<file path="src/rtl/ifetch_ctrl.sv">
// Instruction fetch controller: owns the fetch PC, issues word reads
// and buffers returned instructions with their PCs in a prefetch FIFO.
module ifetch_ctrl #(
  parameter int          DEPTH     = 4,
  parameter logic [31:0] BOOT_ADDR = 32'h0000_0000
) (
  input  logic        clk,
  input  logic        rst_n,
  output logic [31:0] mem_addr,
  output logic        mem_read,
  input  logic        mem_ready,
  input  logic [31:0] mem_ins,
  input  logic        redirect,
  input  logic [31:0] redirect_pc,
  output logic        if_valid,
  input  logic        if_ready,
  output logic [31:0] if_ins,
  output logic [31:0] if_pc,
  output logic        misalign
);

  localparam int AW = $clog2(DEPTH);
  localparam logic [AW:0] FULL = (AW+1)'(DEPTH);

  typedef enum logic {
    BOOT,
    RUN
  } state_t;

  state_t        state;
  logic [31:0]   fpc;
  logic [AW-1:0] wr_ptr;
  logic [AW-1:0] rd_ptr;
  logic [AW:0]   count;
  logic [31:0]   pc_mem  [DEPTH];
  logic [31:0]   ins_mem [DEPTH];
  logic          push;
  logic          pop;

  assign if_valid = (count != '0);
  assign pop      = if_valid & if_ready;
  assign mem_read = (state == RUN) & ~redirect
                  & ((count != FULL) | pop);
  assign push     = mem_read & mem_ready;
  assign mem_addr = fpc;
  assign if_pc    = pc_mem[rd_ptr];
  assign if_ins   = ins_mem[rd_ptr];

  // Boot sequencing and sticky misaligned-redirect flag
  always_ff @(posedge clk or negedge rst_n) begin
    if (!rst_n) begin
      state    <= BOOT;
      misalign <= 1'b0;
    end else begin
      unique case (state)
        BOOT: state <= RUN;
        RUN:  state <= RUN;
      endcase
      if (redirect && redirect_pc[1:0] != 2'b00)
        misalign <= 1'b1;
    end
  end

  // Fetch PC, FIFO pointers and occupancy; redirect flushes everything
  always_ff @(posedge clk or negedge rst_n) begin
    if (!rst_n) begin
      fpc    <= {BOOT_ADDR[31:2], 2'b00};
      wr_ptr <= '0;
      rd_ptr <= '0;
      count  <= '0;
    end else if (redirect) begin
      fpc    <= {redirect_pc[31:2], 2'b00};
      wr_ptr <= '0;
      rd_ptr <= '0;
      count  <= '0;
    end else begin
      if (push) begin
        wr_ptr <= wr_ptr + AW'(1);
        fpc    <= fpc + 32'd4;
      end
      if (pop)
        rd_ptr <= rd_ptr + AW'(1);
      count <= count + (AW+1)'(push) - (AW+1)'(pop);
    end
  end

  // FIFO storage; contents are only meaningful below count
  always_ff @(posedge clk) begin
    if (push) begin
      pc_mem[wr_ptr]  <= fpc;
      ins_mem[wr_ptr] <= mem_ins;
    end
  end

endmodule

</file>
<file path="config.mk">
export PLATFORM = sky130hd
export DESIGN_NAME = ifetch_ctrl
export DESIGN_NICKNAME = d
export VERILOG_FILES = /design/src/rtl/ifetch_ctrl.sv
export SDC_FILE = /design/constraint.sdc
export NUM_CORES = 1
export LEC_CHECK = 0
export BUFFER_PORTS_ARGS = -buffer_cell sky130_fd_sc_hd__buf_2
export CAP_MARGIN = 0
export CORE_ASPECT_RATIO = 1.75
export CORE_UTILIZATION = 60
export CTS_CLUSTER_SIZE = 20
export DETAILED_ROUTE_END_ITERATION = 8
export PLACE_DENSITY = 0.83
export SLEW_MARGIN = 20
export SYNTH_ARGS = -nofsm -noshare
export SYNTH_HDL_FRONTEND = slang
export SYNTH_SLANG_ARGS = --single-unit
</file>
<file path="constraint.sdc">
create_clock -name clk -period 7.05 [get_ports clk]
set_input_delay 0.705 -clock clk [delete_from_list [all_inputs] [get_ports clk]]
set_output_delay 0.705 -clock clk [all_outputs]
set_load 0.05 [all_outputs]
</file>
# Yosys cells after proc, flatten, opt, wreduce, memory -nomap -nowiden
# Memory sizes are Yosys's and may differ from the RTL's.
# Index checks and enable logic that the tools add are counted.
# word_totals
regBits	41
latchBits	0
ramBits	256
mem_bits_ro	0
in_bits	69
output_inout_bits	99
word_cells	34
n_memories	2
# op_classes
add_sub_neg	5
multipliers	0
n_div	0
n_lt_le_gt_ge	0
eq_ne	1
shift	0
mux	9
n_bitwise	6
n_reduce_logical	5
# memory_table
name	depth	width	rd	rd_ports_with_merged_regs	wr	line	rtl
ins_mem	4	32	1	0	1	36	logic [31:0] ins_mem [DEPTH];
pc_mem	4	32	1	0	1	35	logic [31:0] pc_mem [DEPTH];
# op_table
operator	n
2-to-1 mux 32 bit	2
adder 32 x 3 -> 32 bit, second input constant	1
2-to-1 mux 2 bit	4
nonzero test 2 bit	3
adder 2 x 1 -> 2 bit, second input constant	2
AND 1 bit	4
adder 3 x 1 -> 3 bit	1
2-to-1 mux 3 bit	1
!= test 3 bit, second input constant	1
nonzero test 3 bit	1
subtractor 3 x 1 -> 3 bit	1
2-to-1 mux 1 bit	2
logical AND 1 bit	1
NOT 1 bit	1
OR 1 bit	1

# Logic depth before layout (Yosys ltp)
# Gate-level depths: netlist (run 1).
# depth
word_depth	8
ltp_mapped	12
depth_no_buf	11

# Worst setup path before layout (run 1)
# No wires, ideal clock.
# synth_timing
path_type	input-to-reg
from	input port if_ready
to	memory ins_mem[0][0] (enable)
setup_ns	0.427
t_arrival_ns	2.963
t_required_ns	6.623
path_slack_ns	3.660
path_stages	5
n_path_buf	1
path_cell_list	or4b_2 > clkbuf_1 > nand2_1 > nor2_1 > and2_1
# synth_via
elab_chain_len	6
# synth_lines
item	line	rtl
start: declaration	16	input logic if_ready,
AND 1 bit	41	assign pop = if_valid & if_ready;
OR 1 bit	43	& ((count != FULL) | pop);
AND 1 bit	43	
AND 1 bit	44	assign push = mem_read & mem_ready;
2-to-1 mux 1 bit	89	if (push) begin
2-to-1 mux 1 bit (implied by the code)	91	ins_mem[wr_ptr] <= mem_ins;
end: declaration	36	
# No other way between the ends.

# Final worst setup path (run 1)
# layout_timing
from	register rd_ptr[0]
to	output port if_pc[29]
# layout_via
elab_chain_len	1
# layout_lines
item	line	rtl
start: declaration	33	logic [AW-1:0] rd_ptr;
start signal: assignment	82	rd_ptr <= rd_ptr + AW'(1);
memory read (4 x 32 bit)	-	
end: declaration	18	output logic [31:0] if_pc,
# No other way between the ends.

==> flow_summary_export.csv, run 1 <==
group,metric,value,unit
logic_synthesis,synth_ff_type,"edfxtp_1",
sta,maxSlewViolCount,0,
detailed_routing,vias_per_cell,6.05,
detailed_routing,drc,0,
sta,rsz0062_at_grt,"false",
cells_and_area,seqCellArea,0.00843,mm2
flow_run,maxCapViolations,0,
clocking,cts_tree,"yes",
logic_synthesis,seq_area_frac_synth,74.6,%
clocking,clk_pin_slew,70,ps
die,die_w,106,um
placed_design,numPortBuffers,163,
worst_setup_path,critPathLaunchType,"flip-flop",
logic_synthesis,synthTopCellsByArea,"edfxtp_1 (66%), mux4_2 (12%), dfrtp_1 (8.6%), or4_1 (1.1%), a31oi_1 (1.1%)",
detailed_routing,firstDrtPassIters,6,
logic_synthesis,ys_types,42,
grt,grt_pass1_vias,6258,
clocking,cts_sinks,287,
grt,grt_pass1_wl,34000,um
clocking,holdBufCountCts,0,
logic_synthesis,ys_ff_latch,287,
cells_and_area,final_nets,833,
detailed_routing,routed_wire_length_per_instance,21.8,um
logic_synthesis,synth_edf_count,248,
worst_setup_path,r2r_slack,3960,ps
logic_synthesis,yosysWarningCount,0,
grt,grt-ovfl-total,0,
cells_and_area,fin_cells,1007,
logic_synthesis,syn_inst,593,
die,rows,66,
clocking,clockBufferDepth,3,
sta,clock.fmax,281,MHz
die,core-area,0.0185,mm2
sta,fin_tns_setup,0,ps
worst_setup_path,cp-startpoint,"rd_ptr[0]$_DFFE_PN0P_",
worst_setup_path,cpPeakStageDelay,790,ps
worst_setup_path,critPathRequiredTime,6340,ps
logic_synthesis,avgSynthCellArea,19.0,um2
worst_setup_path,crit_buf_inv,2,
power,pwr_density_cell,333,mW/mm2
logic_synthesis,synth_area,0.0113,mm2
sta,fin_skew,14.2,ps
worst_setup_path,path_max_fanout,36,
detailed_routing,drtIter0Drc,313,
cells_and_area,drive_above_1_share,35.0,%
clocking,cts_made_buffers,23,
cells_and_area,multi_input_comb_area,0.00271,mm2
sta,fin_crit_sh,50.4,%
sta,slew_headroom,34.6,%
cells_and_area,area_growth,15.0,%
outcome,status,"complete, no violations",
grt,antenna_found_initial,1,
clocking,ctsResizeCount,0,
worst_setup_path,worstSetupPathType,"flip-flop to output port",
worst_setup_path,endpoint_kind,"output port",
worst_setup_path,r2r_cells,11,
placed_design,place_congestion,0.900,
worst_setup_path,crit_end,"if_pc[29]",
sta,holdWs,331,ps
worst_setup_path,path_cells,"buf_4 > mux4_2 > buf_2",
cells_and_area,final_cell_area,0.0130,mm2
die,num_io_pins,168,
clocking,root_buffer,"clkbuf_16",
placed_design,dpl_cell_area,0.0123,mm2
worst_setup_path,crit_slowest_cell,"dfrtp_4",
sta,setup_viol_count_final,0,
worst_setup_path,crit_arrival,2850,ps
die,initial_core_util,61.0,%
worst_setup_path,cp_top_family,"buffers and inverters",
logic_synthesis,synth_most_common_cell,"edfxtp_1",
detailed_routing,drt-total-wl,22000,um
power,irDropWorstVdd,0.000245,V
worst_setup_path,r2r-start,"count[1]$_DFF_PN0_",
worst_setup_path,worst-path-stages,3,
cells_and_area,num-fill-cells,1200,
clocking,clk_latency,500,ps
logic_synthesis,synth.largest_area_cell,"edfxtp_1",
logic_synthesis,netlist_top_cells_count,"edfxtp_1 (248), mux4_2 (62), dfrtp_1 (39), nor2_1 (28), nand2_1 (20)",
logic_synthesis,synth_top_area_share,66.0,%
detailed_routing,num_vias,6090,
clocking,post-cts-setup-buffer-count,0,
grt,grt_usage,23.4,%
hold_path,hold_path_class,"input port to asynchronous set/reset pin",
logic_synthesis,synthArstFlopShare,13.6,%
power,leakage,4.45,nW
detailed_routing,ant_nets,0,
clocking,htree_levels,1,
sta,min_period,3550,ps
worst_setup_path,reg2reg_to,"count[2]$_DFF_PN0_",
sta,worst_pin_slew,981,ps
die,die_area,0.0194,mm2
placed_design,dp.cells,969,
placed_design,hpwlAfterDp,13700,um
die,die_h,183,um
sta,hold_violations,0,
grt,grt_max_degree,63,
## per-stage QoR
| step | worst slack (ps) | total power [mW] | utilization (%) |
|---|---|---|---|
| 6_report | 3500 | 4.33 | 70.2 |
| 5_1_grt | 3260 | 4.48 | 70.2 |
| 4_1_cts | 3370 | 4.37 | 70.2 |
| 3_5_place_dp | 3710 | 3.20 | 66.5 |
| 3_3_place_gp | 3800 | 3.18 | 66.5 |
| 2_1_floorplan | 3660 | 2.94 | - |
## area by class of cell
class	count	area share (%)
multi-input combinational	268	20.9
sequential	287	64.9
clock inverter	12	0.684
timing repair buffer	165	6.40
clock buffer	25	4.49
inverter	11	0.318
antenna	1	0.0193
tap	238	2.29
## cell usage in the layout (no fill, tap or decap), drive strengths merged, types with 3 or more instances in the layout
cell / n
edfxtp: 248
buf: 165
mux4: 62
dfrtp: 39
nor2: 28
clkbuf: 25
nand2: 20
a31oi: 19
or4: 17
o31ai: 14
o21ai: 14
nand4: 14
inv: 12
nand3: 11
clkinv: 9
or3: 7
xnor2: 7
ha: 7
xor2: 6
and4: 5
conb: 5
and2: 5
and3: 4
nor4: 4
nor3: 3
## power breakdown
group          internal, mW  switching (mW)  total [mW]
logic                 0.364           0.770        1.13
clock network         0.632           0.543        1.18
registers              1.91           0.106        2.02
## worst min path at each step
stage | end | slack [ps] | cells after the start
after floorplan | count[0]$_DFF_PN0_ | 410 | 0
after global placement | misalign$_DFFE_PN0P_ | 450 | 1
after detailed placement | misalign$_DFFE_PN0P_ | 450 | 1
after CTS | state$_DFF_PN0_ | 350 | 1
after global routing | mem_addr[2]$_DFFE_PN0N_ | 390 | 1
final | mem_addr[2]$_DFFE_PN0N_ | 330 | 1
## state kept, by name, summed over array words and instances (netlist names)
signal    flops
rd_ptr        2
state         1
count         3
mem_addr     30
misalign      1
wr_ptr        2
pc_mem      120
ins_mem     128
## kinds of logic after synthesis
kind of cell / count (synthesis) / synth area share [%]
compound gates: 52 / 2.93
mux: 65 / 12.6
simple gates: 125 / 6.19
xor+xnor: 13 / 1.01
fa+ha+maj: 8 / 0.953
flops: 287 / 74.6
buf+inv: 41 / 1.62
other cells: 2 / 0.0665
## routing by layer
metal / vias up / routed length, um / track usage (%)
met5: - / 0 / 0
met3: 50 / 1160 / 2.84
li1: 2732 / - / -
met2: 240 / 11900 / 41.8
met1: 3068 / 8080 / 28.8
met4: 0 / 825 / 9.56
Power figures use the tool's default switching activity.
==> inputs of run 2 (changes only) <==
- ABC_AREA: unset -> 1
- CORE_UTILIZATION: 60 -> 57
- PLACE_DENSITY: 0.83 -> 0.79
- clock period: 7.05 -> 3.3 ns (I/O delays scaled with it)
==> flow_summary_export.csv, run 2 <==
group,metric,value,unit
grt,grt_max_degree,64,
clocking,cts_sinks,287,
worst_setup_path,worstSetupPathType,"flip-flop to output port",
detailed_routing,num_vias,8306,
clocking,htree_levels,1,
cells_and_area,largest_register_ffs,128,
logic_synthesis,synth_top_family_by_area,"simple AND/OR/NAND/NOR gates",
worst_setup_path,crit_slowest_cell,"dfrtp_4",
power,irDropWorstVdd,0.000490,V
detailed_routing,ant_nets,0,
cells_and_area,final_cell_area,0.0139,mm2
grt,grt-ovfl-total,0,
cells_and_area,area_growth,16.1,%
placed_design,dp.cells,1410,
sta,fin_skew,16.1,ps
power,leakage,5.32,nW
logic_synthesis,synth_most_common_cell,"edfxtp_1",
die,core-area,0.0205,mm2
placed_design,numPortBuffers,163,
cells_and_area,drive_above_1_share,20.7,%
grt,grt_usage,23.9,%
sta,min_period,2990,ps
logic_synthesis,synth_compound_area_share,9.34,%
hold_path,min_path_cells,3,
sta,fin_crit_sh,90.7,%
logic_synthesis,synthArstFlopShare,13.6,%
sta,worst_pin_slew,1010,ps
placed_design,hpwlAfterDp,15800,um
flow_run,maxCapViolations,0,
logic_synthesis,synth-simple-area-share,14.8,%
placed_design,dpl_cell_area,0.0131,mm2
die,die_h,194,um
worst_setup_path,cpPeakStageDelay,670,ps
clocking,cts_tree,"yes",
sta,maxSlewViolCount,0,
hold_path,hold_path_class,"input port to flip-flop",
sta,setup_viol_count_final,0,
cells_and_area,final_nets,1266,
sta,hold_violations,0,
worst_setup_path,endpoint_kind,"output port",
cells_and_area,diodes,0,
detailed_routing,drtIter0Drc,708,
logic_synthesis,syn_inst,1037,
clocking,clk_pin_slew,70,ps
die,initial_core_util,58.5,%
logic_synthesis,synthTopCellsByArea,"edfxtp_1 (62%), dfrtp_1 (8.2%), o21ai_0 (5.4%), nor2_1 (5.0%), nand2_1 (4.7%)",
sta,timing.final.ws_setup,307,ps
logic_synthesis,avgSynthCellArea,11.5,um2
placed_design,place_congestion,0.865,
worst_setup_path,path_max_fanout,46,
placed_design,place_ws,898,ps
outcome,violations,"design-rule violations",
grt,grt_pass1_vias,8122,
clocking,cts_made_buffers,24,
cells_and_area,layout_commonest_cell,"edfxtp_1",
worst_setup_path,crit_arrival,2660,ps
clocking,clockBufferDepth,3,
logic_synthesis,synth_area,0.0120,mm2
logic_synthesis,synth_edf_count,248,
cells_and_area,fin_cells,1455,
die,die_w,112,um
sta,slew_headroom,32.6,%
detailed_routing,routed_wire_length_per_instance,17.4,um
grt,grt_pass1_wl,40400,um
logic_synthesis,netlist_top_cells_count,"edfxtp_1 (248), nor2_1 (161), nand2_1 (149), o21ai_0 (128), nand3_1 (78)",
grt,antenna_found_initial,0,
clocking,post-cts-setup-buffer-count,0,
detailed_routing,drc,9,
sta,rsz0062_at_grt,"false",
sta,fin_tns_setup,0,ps
logic_synthesis,seq_area_frac_synth,70.4,%
logic_synthesis,synth_top_area_share,62.2,%
cells_and_area,num-fill-cells,1496,
worst_setup_path,worst-path-stages,5,
cells_and_area,largest-register,"ins_mem",
worst_setup_path,r2r_slack,980,ps
worst_setup_path,critPathLaunchType,"flip-flop",
logic_synthesis,ys_types,28,
logic_synthesis,yosysWarningCount,0,
detailed_routing,firstDrtPassIters,9,
outcome,status,"finished with violations",
cells_and_area,final_cell_mix,"edfxtp_1 (248), buf_2 (163), nor2_1 (157)",
logic_synthesis,synth_fa_ha_area_share,0.899,%
logic_synthesis,muxShareOfSynthArea,0,%
die,rows,69,
logic_synthesis,ys_ff_latch,287,
worst_setup_path,path_cells,"clkinv_2 > buf_4 > o21ai_0 > o22ai_1 > buf_2",
sta,clock.fmax,334,MHz
detailed_routing,vias_per_cell,5.71,
die,num_io_pins,168,
detailed_routing,drt-total-wl,25400,um
worst_setup_path,critPathRequiredTime,2970,ps
clocking,clk_latency,520,ps
worst_setup_path,crit_buf_inv,3,
worst_setup_path,cp_top_family,"buffers and inverters",
die,die_area,0.0216,mm2
power,pwr_density_cell,730,mW/mm2
worst_setup_path,r2r_cells,10,
logic_synthesis,synth.largest_area_cell,"edfxtp_1",
clocking,root_buffer,"clkbuf_16",
logic_synthesis,synth_ff_type,"edfxtp_1",
logic_synthesis,synth_xor_area_share,0.439,%
clocking,ctsResizeCount,0,
[run 2: cell types whose count changed after synthesis, sizes merged, moves of 62 or more]
| cell | previous run | this run |
|---|---|---|
| nand3 | 11 | 79 |
| mux4 | 62 | 0 |
| o22ai | 0 | 62 |
| o21ai | 14 | 128 |
| nor2 | 28 | 176 |
| nand2 | 20 | 156 |
[run 2: timing repair]
action | in CTS | in global routing
hold endpoints to repair | 17 | 0
hold buffers | 1 | 0
endpoints found under the setup margin | 0 | 0
[run 2: where the power goes]
part           internal, mW  switching (mW)  leakage, nW  total [mW]
clock network          1.71            1.20        0.406        2.91
logic                 0.648            2.24         2.19        2.89
registers              4.12           0.220         2.72        4.34
total                  6.48            3.66         5.32        10.1
[run 2: per-stage QoR]
step	hold WS [ps]	total power, mW	util, %
finish	16.1	10.1	67.9
floorplan	34.4	6.55	-
detailed placement	473	7.31	63.9
global route	13.9	10.5	67.9
CTS	7.88	10.2	67.9
global placement	455	7.25	63.9
[run 2: kinds of logic (layout without fill, tap and decap cells)]
| group | count (synthesis) | after routing |
|---|---|---|
| buf+inv | 116 | 283 |
| other cells | 2 | 5 |
| compound gates | 203 | 203 |
| simple gates | 415 | 415 |
| flops | 287 | 287 |
| xor+xnor | 6 | 6 |
| fa+ha+maj | 8 | 8 |
[run 2: worst reg2reg max path: cells and delay by family (launching register included)]
family	cells	cell delay, ps
buffers and inverters	3	210
xor gates and xnor gates	1	160
DFF	1	430
adders and majority gates	3	890
and+or+nand+nor	3	510
[run 2: final timing paths]
path,startpoint,endpoint
max,rd_ptr[0]$_DFFE_PN0P_,if_pc[15]
min in group asynchronous,rst_n,rd_ptr[0]$_DFFE_PN0P_
max reg2reg,count[1]$_DFF_PN0_,count[2]$_DFF_PN0_
min reg2reg,misalign$_DFFE_PN0P_,misalign$_DFFE_PN0P_
max in group asynchronous,rst_n,rd_ptr[0]$_DFFE_PN0P_
min,redirect_pc[13],mem_addr[13]$_DFFE_PN0N_
[run 2: per-layer routing]
| metal | routed length, um | share of wire (%) | global-route usage (%) | vias to the layer above |
|---|---|---|---|---|
| li1 | - | - | - | 3939 |
| met1 | 9560 | 38 | 28.2 | 3999 |
| met4 | 1040 | 4.1 | 12.1 | 0 |
| met2 | 13400 | 53 | 43.0 | 305 |
| met5 | 0 | 0 | 0 | - |
| met3 | 1400 | 5.5 | 2.53 | 63 |
[run 2: cell type report]
cell class                      instances  area [um2]  share of cell area [%]
Sequential cell                       287        8430                    60.6
Inverter                               59         223                    1.60
Clock buffer                           33         696                    5.00
Clock inverter                         11         129                   0.927
Timing Repair Buffer                  180        1020                    7.35
Tap cell                              248         310                    2.23
Multi-Input combinational cell        637        3090                    22.3
==> inputs of run 3 (changes only) <==
==> constraint.sdc (replaced) <==
create_clock -name clk -period 3.3 [get_ports clk]
set_input_delay 0.165 -clock clk [delete_from_list [all_inputs] [get_ports clk]]
set_output_delay 0.165 -clock clk [all_outputs]
set_load 0.05 [all_outputs]
==> flow_summary_export.csv, run 3 (synthesis gave the netlist of run 2 again) <==
group,metric,value,unit
worst_setup_path,crit_arrival,2520,ps
worst_setup_path,critPathLaunchType,"flip-flop",
sta,slew_headroom,33.4,%
grt,antenna_found_initial,0,
clocking,cts_sinks,287,
worst_setup_path,critPathRequiredTime,3130,ps
placed_design,dpl_cell_area,0.0130,mm2
sta,clock.fmax,372,MHz
sta,hold_violations,0,
detailed_routing,drtIter0Drc,613,
outcome,violations,"design-rule violations",
die,rows,69,
die,die_w,112,um
clocking,ctsResizeCount,0,
clocking,root_buffer,"clkbuf_16",
power,leakage,5.53,nW
placed_design,numPortBuffers,163,
cells_and_area,final_nets,1328,
clocking,htree_levels,1,
sta,fin_crit_sh,81.5,%
power,pwr_density_cell,690,mW/mm2
grt,grt-ovfl-total,0,
detailed_routing,firstDrtPassIters,8,
cells_and_area,area_growth,20.6,%
clocking,cts_made_buffers,24,
detailed_routing,drc,11,
hold_path,hold_path_class,"input port to flip-flop",
grt,grt_pass1_vias,8389,
placed_design,place_congestion,0.885,
sta,worst_pin_slew,999,ps
grt,grt_pass1_wl,41300,um
detailed_routing,num_vias,8588,
power,internal-power,6.28,mW
clocking,clk_latency,510,ps
clocking,clk_pin_slew,60,ps
sta,maxSlewViolCount,0,
power,irDropWorstVdd,0.000444,V
worst_setup_path,endpoint_kind,"output port",
detailed_routing,routed_wire_length_per_instance,17.3,um
power,clockPowerShare,26.7,%
worst_setup_path,worstSetupPathType,"flip-flop to output port",
cells_and_area,drive_above_1_share,19.6,%
sta,min_period,2690,ps
flow_run,maxCapViolations,0,
outcome,status,"finished with violations",
cells_and_area,final_cell_mix,"edfxtp_1 (248), buf_2 (163), nor2_1 (157)",
cells_and_area,largest-register,"ins_mem",
power,combPwrFrac,29.6,%
detailed_routing,vias_per_cell,5.66,
worst_setup_path,path_max_fanout,54,
sta,setup_viol_count_final,0,
clocking,cts_tree,"yes",
detailed_routing,drt-total-wl,26300,um
power,power_switching,3.67,mW
power,report.power.total,9.95,mW
power,p_sw_share,36.9,%
die,die_area,0.0216,mm2
clocking,clockBufferDepth,3,
cells_and_area,largest_register_ffs,128,
cells_and_area,diodes,0,
die,initial_core_util,58.5,%
detailed_routing,ant_nets,0,
sta,fin_skew,12.8,ps
die,die_h,194,um
die,num_io_pins,168,
grt,grt_max_degree,85,
die,core-area,0.0205,mm2
grt,grt_usage,24.4,%
sta,holdWs,106,ps
cells_and_area,fin_util,70.5,%
power,seq_power_share,43.7,%
cells_and_area,final_cell_area,0.0144,mm2
placed_design,hpwlAfterDp,15100,um
cells_and_area,layout_commonest_cell,"edfxtp_1",
sta,rsz0062_at_grt,"false",
[run 3: cell count changes in the layout (fill, tap and decap cells not counted), sizes merged]
cell,delta
buf,-2
bufinv,-2
clkbuf,-3
clkinv,+3
clkinvlp,+2
dlygate4sd3,+64
inv,-1
[run 3: power by group through the flow]
stage	logic (mW)	clock network [mW]	registers, mW
after floorplan	2.07	0	4.48
after global placement	2.82	0	4.41
after detailed placement	2.87	0	4.42
after CTS	2.94	2.69	4.35
after global routing	3.13	2.81	4.37
final	2.94	2.66	4.35
[run 3: area by class of cell]
cell class	count	area, um2
Clock buffer	30	644
Clock inverter	13	96.3
Fill cell	1411	6030
Inverter	59	223
Multi-Input combinational cell	637	3090
Sequential cell	287	8430
Tap cell	248	310
Timing Repair Buffer	242	1630
[run 3: repair_timing]
| action | 4_1_cts | 5_1_grt |
|---|---|---|
| endpoints found under the hold margin | 198 | 0 |
| buffers inserted | 0 | 0 |
| hold buffers | 65 | 0 |
[run 3: worst paths after layout]
kind | slack (ps) | depth (start not counted) | endpoint | from
setup / recovery | 610 | 4 | if_ins[7] | rd_ptr[0]$_DFFE_PN0P_
setup reg to reg | 1100 | 9 | count[2]$_DFF_PN0_ | count[1]$_DFF_PN0_
max in group asynchronous | 2220 | 2 | rd_ptr[0]$_DFFE_PN0P_ | rst_n
hold reg to reg | 480 | 1 | misalign$_DFFE_PN0P_ | misalign$_DFFE_PN0P_
hold / removal | 110 | 5 | rd_ptr[1]$_DFFE_PN0P_ | if_ready
min in group asynchronous | 360 | 2 | rd_ptr[0]$_DFFE_PN0P_ | rst_n
[run 3: worst max-delay path, cell delays in order (launching register included)]
cell and delay (ps):
dfrtp_4 790, buf_4 500, o21ai_0 180, o22ai_1 230, buf_2 300
[run 3: routing by layer]
layer	wire length, um	up-vias	global-route usage, %	share of wire [%]
li1	-	4057	-	-
met1	9640	4112	27.6	37
met2	14000	346	45.0	53
met3	1540	73	2.47	5.8
met4	1130	0	12.9	4.3
met5	0	-	0	0
[run 3: stage by stage]
step           TNS [ps]  std cells  setup slack [ps]
6_report              0       1516               611
5_1_grt               0       1516               435
4_1_cts               0       1516               608
3_5_place_dp          0       1408              1110
3_3_place_gp          0       1408              1180
2_1_floorplan   -156120       1040              -630
